File: src/rtl/move_picker.sv
`default_nettype none
// ============================================================================
// Module   : move_picker
// Brief    : Sequential best-move selector. It scans the nine tic-tac-toe
//            cells one per cycle and keeps a running maximum of the upstream
//            score over the free cells. It reports the winner as an index
//            and as a one-hot square select.
// Revision : 1.0 - initial release
// ============================================================================
module move_picker #(
   parameter int N = 8
) (
   input  logic         clk,
   input  logic         rst_n,
   input  logic         start,
   input  logic [8:0]   empty,
   input  logic [N-1:0] score,
   output logic [3:0]   cell_addr,
   output logic         busy,
   output logic         done,
   output logic         move_valid,
   output logic [3:0]   move_idx,
   output logic [8:0]   move_onehot,
   output logic [N-1:0] best_score
);

   localparam logic [1:0] c_ST_IDLE   = 2'd0;
   localparam logic [1:0] c_ST_SCAN   = 2'd1;
   localparam logic [1:0] c_ST_DONE   = 2'd2;
   localparam logic [3:0] c_LAST_CELL = 4'd8;

   logic [1:0]   r_state;
   logic [1:0]   w_state_nxt;

   logic [8:0]   r_mask;
   logic         r_found;
   logic [N-1:0] r_best;
   logic [3:0]   r_best_idx;

   logic         w_accept;
   logic         w_last;
   logic         w_take;
   logic         w_found_nxt;
   logic [N-1:0] w_best_nxt;
   logic [3:0]   w_idx_nxt;
   logic [8:0]   w_onehot_nxt;
   logic         w_busy_nxt;
   logic         w_done_nxt;

   // A start is only honoured when no scan is in flight.
   assign w_accept = start && ((r_state == c_ST_IDLE) || (r_state == c_ST_DONE));

   // The final scan cycle evaluates cell 8 and produces the result.
   assign w_last = (r_state == c_ST_SCAN) && (cell_addr == c_LAST_CELL);

   // Running-maximum candidate for the current cell. The comparison is
   // strictly greater, so an equal score later in the scan never displaces
   // the earlier (lower-numbered) cell.
   always_comb begin
      w_take       = 1'b0;
      w_found_nxt  = r_found;
      w_best_nxt   = r_best;
      w_idx_nxt    = r_best_idx;
      w_onehot_nxt = 9'd0;
      if (cell_addr <= c_LAST_CELL) begin
         w_take = r_mask[cell_addr] && (!r_found || (score > r_best));
      end
      if (w_take) begin
         w_found_nxt = 1'b1;
         w_best_nxt  = score;
         w_idx_nxt   = cell_addr;
      end
      if (w_found_nxt) begin
         w_onehot_nxt = 9'd1 << w_idx_nxt;
      end
   end

   // State register.
   always_ff @(posedge clk or negedge rst_n) begin
      if (!rst_n) begin
         r_state <= c_ST_IDLE;
      end else begin
         r_state <= w_state_nxt;
      end
   end

   // Next-state logic.
   always_comb begin
      w_state_nxt = r_state;
      case (r_state)
         c_ST_IDLE: begin
            if (start) begin
               w_state_nxt = c_ST_SCAN;
            end
         end
         c_ST_SCAN: begin
            if (w_last) begin
               w_state_nxt = c_ST_DONE;
            end
         end
         c_ST_DONE: begin
            w_state_nxt = start ? c_ST_SCAN : c_ST_IDLE;
         end
         default: begin
            w_state_nxt = c_ST_IDLE;
         end
      endcase
   end

   // Output decode: next values of the registered status flags.
   always_comb begin
      w_busy_nxt = (w_state_nxt == c_ST_SCAN);
      w_done_nxt = w_last;
   end

   // Status flag registers.
   always_ff @(posedge clk or negedge rst_n) begin
      if (!rst_n) begin
         busy <= 1'b0;
         done <= 1'b0;
      end else begin
         busy <= w_busy_nxt;
         done <= w_done_nxt;
      end
   end

   // Scan datapath: mask latch, address counter and running best.
   always_ff @(posedge clk or negedge rst_n) begin
      if (!rst_n) begin
         r_mask     <= 9'd0;
         r_found    <= 1'b0;
         r_best     <= '0;
         r_best_idx <= 4'd0;
         cell_addr  <= 4'd0;
      end else if (w_accept) begin
         r_mask     <= empty;
         r_found    <= 1'b0;
         r_best     <= '0;
         r_best_idx <= 4'd0;
         cell_addr  <= 4'd0;
      end else if (r_state == c_ST_SCAN) begin
         r_found    <= w_found_nxt;
         r_best     <= w_best_nxt;
         r_best_idx <= w_idx_nxt;
         if (!w_last) begin
            cell_addr <= cell_addr + 4'd1;
         end
      end else if (r_state == c_ST_DONE) begin
         // Leaving DONE without a new start: park the address at cell 0.
         cell_addr <= 4'd0;
      end
   end

   // Result registers: cleared on an accepted start, loaded as the scan
   // finishes, and otherwise held.
   always_ff @(posedge clk or negedge rst_n) begin
      if (!rst_n) begin
         move_valid  <= 1'b0;
         move_idx    <= 4'd0;
         move_onehot <= 9'd0;
         best_score  <= '0;
      end else if (w_accept) begin
         move_valid  <= 1'b0;
         move_idx    <= 4'd0;
         move_onehot <= 9'd0;
         best_score  <= '0;
      end else if (w_last) begin
         move_valid  <= w_found_nxt;
         move_idx    <= w_idx_nxt;
         move_onehot <= w_onehot_nxt;
         best_score  <= w_best_nxt;
      end
   end

endmodule
`default_nettype wire

File: config.mk
export PLATFORM = sky130hd
export DESIGN_NAME = move_picker
export DESIGN_NICKNAME = d
export VERILOG_FILES = /design/src/rtl/move_picker.sv
export SDC_FILE = /design/constraint.sdc
export NUM_CORES = 1
export LEC_CHECK = 0
export BUFFER_PORTS_ARGS = -buffer_cell sky130_fd_sc_hd__buf_2
export CAP_MARGIN = 20
export CORE_MARGIN = 2
export CORE_UTILIZATION = 45
export DETAILED_ROUTE_END_ITERATION = 8
export PLACE_DENSITY = 0.68
export SYNTH_ARGS = -nofsm -noshare
export SYNTH_HDL_FRONTEND = slang
export SYNTH_SLANG_ARGS = --single-unit
File: constraint.sdc
create_clock -name clk -period 5.4 [get_ports clk]
set_input_delay 0.81 -clock clk [delete_from_list [all_inputs] [get_ports clk]]
set_output_delay 0.81 -clock clk [all_outputs]
set_load 0.05 [all_outputs]
== Word-level counts from Yosys, hierarchy flattened ==
Index checks and enable logic that the tools add are counted.

* Order comparisons: 3
* $add $sub $neg: 1
* Shifts and indexed selects: 1
* Reduce and logical (&&, ||, !) cells: 11
* Equality and inequality tests: 5
* Multiplexer cells: 29

{| class="wikitable"
|+ Operators with widths
! kind !! count
|-
| two-way mux 8 bit || 5
|-
| two-way mux 4 bit || 9
|-
| two-way mux 9 bit || 3
|-
| left shift 1 x 4 -> 9 bit, first input constant || 1
|-
| > comparator 8 bit || 1
|-
| two-way mux 1 bit || 8
|-
| case mux 2 bit (3 select lines) || 1
|-
| < comparator 4 x 5 -> 1 bit, second input constant || 1
|-
| adder 4 x 1 -> 4 bit, second input constant || 1
|-
| binary-select mux 1 bit (select 4 bit) || 1
|-
| equality test 2 x 1 -> 1 bit, second input constant || 2
|-
| equality test 4 bit, second input constant || 1
|-
| <= comparator 4 bit, second input constant || 1
|-
| two-way mux 2 bit || 2
|-
| nonzero test 2 bit || 2
|-
| logical AND 1 bit || 3
|-
| inequality test 3 bit, second input constant || 1
|-
| nonzero test 3 bit || 1
|-
| equality test 2 bit, second input constant || 1
|-
| zero test 2 bit || 1
|-
| logical OR 1 bit || 2
|-
| AND reduction 2 bit || 1
|-
| zero test 1 bit || 1
|}

* Bits in registers: 52
* Output and inout bits: 28

== Depth between registers and ports, before layout ==
* Word-level depth: 9
* Gate-level depth with buffers: 10
* Mapped depth without buffers: 8

== Worst setup path after synthesis ==
No wires, ideal clock.

* Path kind: register -> register
* Start point: reg cell_addr[0]
* End point: reg move_onehot[3]
* Arrival time: 2401 ps
* Path buffers: 1
* Required time: 5278 ps
* Setup slack: 2878 ps
* Cell stages (with the launch flop): 10
* Period minus slack after synthesis: 2522 ps
* Cells stage by stage: dfrtp_1 -> buf_6 -> inv_1 -> ha_1 -> and3b_4 -> and4_4 -> a31o_4 -> o31ai_4 -> mux2_4 -> a32o_1

* Longest elaborated chain between the ends: 9
* Elaborated cells between the ends (all ways): 14
* Classes of those cells: order compare (1); eq/ne (1); shift (1); mux (8); reduce/logical (3)

{| class="wikitable"
|+ Ends and longest elaborated chain
! what !! RTL line !! RTL
|-
| from (decl) || 18 || <nowiki>output logic [3:0] cell_addr,</nowiki>
|-
| from (signal assigned) || 146 || <nowiki>cell_addr <= cell_addr + 4'd1;</nowiki>
|-
| binary-select mux 1 bit (select 4 bit) || 66 || <nowiki>w_take = r_mask[cell_addr] && (!r_found || (score > r_best));</nowiki>
|-
| two-way mux 1 bit (not written as such) || 66 ||
|-
| logical AND 1 bit || 66 ||
|-
| two-way mux 1 bit || 65 || <nowiki>if (cell_addr <= c_LAST_CELL) begin</nowiki>
|-
| two-way mux 4 bit || 68 || <nowiki>if (w_take) begin</nowiki>
|-
| left shift 1 x 4 -> 9 bit || 74 || <nowiki>w_onehot_nxt = 9'd1 << w_idx_nxt;</nowiki>
|-
| two-way mux 9 bit || 73 || <nowiki>if (w_found_nxt) begin</nowiki>
|-
| two-way mux 9 bit || 167 || <nowiki>end else if (w_last) begin</nowiki>
|-
| two-way mux 9 bit || 162 || <nowiki>end else if (w_accept) begin</nowiki>
|-
| to (signal assigned) || 170 || <nowiki>move_onehot <= w_onehot_nxt;</nowiki>
|-
| to (decl) || 23 || <nowiki>output logic [8:0] move_onehot,</nowiki>
|}

Several ways; a longest one is shown, not always the timed one. The select of a mux whose other input is x is not followed.
A chain may end at the register's enable or synchronous reset.

== Worst setup path in the final report ==
* Start point: in score[7]
* End point: reg move_onehot[6]

* Longest elaborated chain between the ends: 9
* Elaborated cells between the ends (all ways): 10
* Classes of those cells: order compare (1); shift (1); mux (6); reduce/logical (2)

{| class="wikitable"
|+ Ends and longest elaborated chain
! what !! RTL line !! RTL
|-
| from (decl) || 17 || <nowiki>input logic [N-1:0] score,</nowiki>
|-
| > comparator 8 bit (*) || 66 ||
|-
| logical OR 1 bit (*) || 66 ||
|-
| logical AND 1 bit (*) || 66 ||
|-
| two-way mux 1 bit (*) || 65 ||
|-
| two-way mux 4 bit || 68 ||
|-
| left shift 1 x 4 -> 9 bit || 74 ||
|-
| two-way mux 9 bit (*) || 73 ||
|-
| two-way mux 9 bit (*) || 167 ||
|-
| two-way mux 9 bit (*) || 162 ||
|}

Mark *: on every way between the ends. The rest lies on a longest branch, timed or not. The select of a mux whose other input is x is not followed.

==> impl_table.tex <==
\begin{tabular}{lr}
\hline
Metric & Value \\
\hline
\multicolumn{2}{l}{\textbf{Outcome}} \\
Result of the run & completed \\
\multicolumn{2}{l}{\textbf{STA}} \\
Final worst setup slack & 2.39 ns \\
Period utilisation layout & 55.7\% \\
Final sum of negative setup slack & 0 ns \\
Unrepaired setup endpoints after global routing & false \\
Fmax & 333 MHz \\
Final setup vio count & 0 \\
Worst-case hold slack & roughly 0.48 ns \\
Max\_slew headroom & 31.9\% \\
Layout Skew & approximately 0.0064 ns \\
Final count of hold timing violations & 0 \\
Clock period minus final worst setup slack & between 3 and 4 ns \\
Slew @ Worst Pin & 1.02 ns \\
Max-slew violations & 0 \\
\multicolumn{2}{l}{\textbf{Worst hold path}} \\
Class of the most critical hold timing path & register to register \\
\multicolumn{2}{l}{\textbf{Logic synthesis}} \\
Cells after Synth & a little over 300 \\
Flip-flop cell with the highest count after synthesis & sky130\_fd\_sc\_hd\_\_dfrtp\_1 \\
Sequential share of the synthesized area & 46.1\% \\
Main area contributors after synthesis & sky130\_fd\_sc\_hd\_\_dfrtp\_1, sky130\_fd\_sc\_hd\_\_nand2\_1, sky130\_fd\_sc\_hd\_\_o211ai\_1, sky130\_fd\_sc\_hd\_\_ha\_1, sky130\_fd\_sc\_hd\_\_o21ai\_0 \\
Nets in the synthesized netlist & 337 \\
Synthesized area & around 0.0028 mm2 \\
Count of warnings emitted by yosys & 0 \\
Share of the synthesized area in the top cell type & 46.1\% \\
Number of distinct library cells after synthesis & 48 \\
Number of flip-flops and latches in the synthesized netlist & 52 \\
Post-synthesis async set-or-reset flop share & between 90\% and 100\% \\
Per-instance average area after synthesis & between 9 and 10 um2 \\
Post-synth top area cell & sky130\_fd\_sc\_hd\_\_dfrtp\_1 \\
Post-synth EDFFs & 0 \\
\multicolumn{2}{l}{\textbf{Setup path}} \\
Endpoint class of the critical path & register \\
Required time at the worst-slack endpoint & approximately 5.6 ns \\
Crit Path Max Fanout & 22 \\
CP Launch Type & primary input \\
Data arrival time of the worst path & 3.21 ns \\
CP Class & primary input to register \\
\multicolumn{2}{l}{\textbf{Placed design}} \\
Detailed placement HPWL & 4.36 mm \\
Post-Place Worst Slack & a little over 2 ns \\
RD Place Congestion & about 0.87 \\
Number of port buffers & 47 \\
\multicolumn{2}{l}{\textbf{Routing}} \\
Detailed-router iteration count before antenna repair & 4 \\
Routed vias & 2329 \\
Antenna violation net count after detailed routing & 0 \\
Via count normalized by instance count & 5.56 \\
Top routing layer in use & met4 \\
Initial detailed-routing violation count & 140 \\
DR WL met2 & 3.04 mm \\
Average wire per standard cell & between 15 and 20 um \\
Met3 routed wirelength & 322 um \\
Residual DRC count & 0 \\
Metal1 wirelength & around 3 mm \\
Post-Route WL & 6.44 mm \\
\multicolumn{2}{l}{\textbf{Cells and area}} \\
Area Overhead vs Synth & 11.6\% \\
Most common cell after layout, fill and taps aside & sky130\_fd\_sc\_hd\_\_nand2\_1 \\
Net count reported at finish & 374 \\
Fraction of layout cells with a size suffix above 1 & roughly a fifth \\
Core Util, Final & 52.6\% \\
Number of antenna diodes & 0 \\
Commonest cells after routing, fill and taps aside & sky130\_fd\_sc\_hd\_\_nand2\_1, sky130\_fd\_sc\_hd\_\_dfrtp\_1, sky130\_fd\_sc\_hd\_\_buf\_2 \\
\multicolumn{2}{l}{\textbf{Floorplan}} \\
Die W & $\sim$83 um \\
Area of the core & 0.00599 mm2 \\
Cell Rows & 28 \\
Vert. Die Dim & 83.2 um \\
Area of the die & 0.00692 mm2 \\
Starting density of the core & between 40\% and 50\% \\
I/O pins & 48 \\
\multicolumn{2}{l}{\textbf{GRT}} \\
Total gr overflow & 0 \\
Vias in the first global route & 2305 \\
Largest net degree at the start of global routing & 53 \\
Total routing usage reported by global routing & 19.9\% \\
Global-route wire length before repair & 11.3 mm \\
Antenna violations before repair & 0 \\
\multicolumn{2}{l}{\textbf{Clock tree}} \\
H-Tree Depth & 2 \\
Worst-Skew Late Latency & 0.30 ns \\
Clock buffers created by TritonCTS & 5 \\
Buffer count from post-CTS setup fixing & 0 \\
Sinks on the clock net & 52 \\
Clock-pin slew on the worst setup and hold paths & 0.09 ns \\
Number of buffers on the longest clock path & 2 \\
Post-cts resize count & 0 \\
TritonCTS clock tree & done \\
Hold\_buf cts & 0 \\
Clock tree root driver cell & sky130\_fd\_sc\_hd\_\_clkbuf\_8 \\
\multicolumn{2}{l}{\textbf{Power}} \\
Power per unit of standard cell area & a little over 600 mW/mm2 \\
IR drop worst, VDD & between 0.0002 and 0.0003 V \\
Standby leakage power & 1.52 nW \\
\multicolumn{2}{l}{\textbf{Flow run}} \\
Max-capacitance violation count & 0 \\
\hline
\end{tabular}
==> logic make-up after synthesis <==
family | after synthesis | synth area share [%]
and+or+nand+nor | 126 | 21.0
adders and majority gates | 10 | 4.43
DFF | 52 | 46.1
AOI/OAI and AO/OA | 77 | 19.6
muxes | 10 | 3.77
buffers and inverters | 32 | 5.10
==> final cells by class <==
type                       instances  area, um2
timing repair buffer              49        250
clock inverter                     1       5.00
sequential                        52       1300
inverter                          13       48.8
clock buffer                       6       72.6
tap                               75       93.8
fill                             574       2840
multi-input combinational        223       1380
==> metal layers <==
layer | track usage (%) | vias to the layer above
li1 | - | 1154
met5 | 0 | -
met3 | 3.78 | 6
met2 | 31.5 | 55
met4 | 4.62 | 0
met1 | 28.3 | 1114
==> synth_stat cells (2+ instances only) <==
cell type	n
sky130_fd_sc_hd__mux2i_1	8
sky130_fd_sc_hd__nand2_1	79
sky130_fd_sc_hd__ha_1	10
sky130_fd_sc_hd__nor3_1	4
sky130_fd_sc_hd__o21ai_1	3
sky130_fd_sc_hd__nor3b_1	3
sky130_fd_sc_hd__clkbuf_1	11
sky130_fd_sc_hd__a21oi_1	7
sky130_fd_sc_hd__a31oi_1	8
sky130_fd_sc_hd__nand3_1	6
sky130_fd_sc_hd__buf_2	4
sky130_fd_sc_hd__o22ai_1	3
sky130_fd_sc_hd__o211ai_1	21
sky130_fd_sc_hd__and2b_1	2
sky130_fd_sc_hd__inv_1	13
sky130_fd_sc_hd__nand4b_1	4
sky130_fd_sc_hd__o21ai_0	18
sky130_fd_sc_hd__a32o_1	2
sky130_fd_sc_hd__nand4_1	2
sky130_fd_sc_hd__buf_6	2
sky130_fd_sc_hd__a22oi_1	2
sky130_fd_sc_hd__o41ai_1	2
sky130_fd_sc_hd__nand2b_1	3
sky130_fd_sc_hd__nor2_1	9
sky130_fd_sc_hd__dfrtp_1	52
sky130_fd_sc_hd__nor2b_1	7
==> state kept, by name (all words and copies together) (netlist names) <==
signal	flops
move_idx	4
r_best_idx	4
busy	1
move_valid	1
best_score	8
r_best	8
move_onehot	9
done	1
r_mask	9
cell_addr	4
r_found	1
r_state	2
==> path summary, 6_finish.rpt <==
check,startpoint,end,slack (ns),depth (start not counted)
max,score[7],move_onehot[6],2.39,8
min,r_mask[6],r_mask[6],0.48,2
max reg2reg,r_best[5],move_onehot[6],2.57,8
min reg2reg,r_mask[6],r_mask[6],0.48,2
max in group asynchronous,rst_n,r_found,4.33,2
min in group asynchronous,rst_n,best_score[7],0.60,2
==> power breakdown <==
part           internal [W]  leakage, nW  total, W  switching (W)
combinational      0.000341        0.797   0.00101       0.000668
clock             0.0000885       0.0410  0.000210       0.000122
sequential         0.000523        0.680  0.000684       0.000161
total              0.000952         1.52   0.00190       0.000951
==> worst max-delay path, cell delays in order <==
cell                      delay [ns]
sky130_fd_sc_hd__buf_2          0.12
sky130_fd_sc_hd__ha_1           0.31
sky130_fd_sc_hd__nand4_1        0.20
sky130_fd_sc_hd__nor2_2         0.21
sky130_fd_sc_hd__nor2b_1        0.10
sky130_fd_sc_hd__o31ai_4        0.83
sky130_fd_sc_hd__mux2_2         0.44
sky130_fd_sc_hd__o41ai_2        0.19
==> through the flow <==
stage,power [W],std cells,instance area (um2)
6_report,0.00190,419,3150
2_1_floorplan,0.00149,307,2820
3_5_place_dp,0.00170,411,3070
4_1_cts,0.00192,418,3140
3_3_place_gp,0.00168,411,3070
5_1_grt,0.00206,419,3150
(Power assumes the default switching activity.)
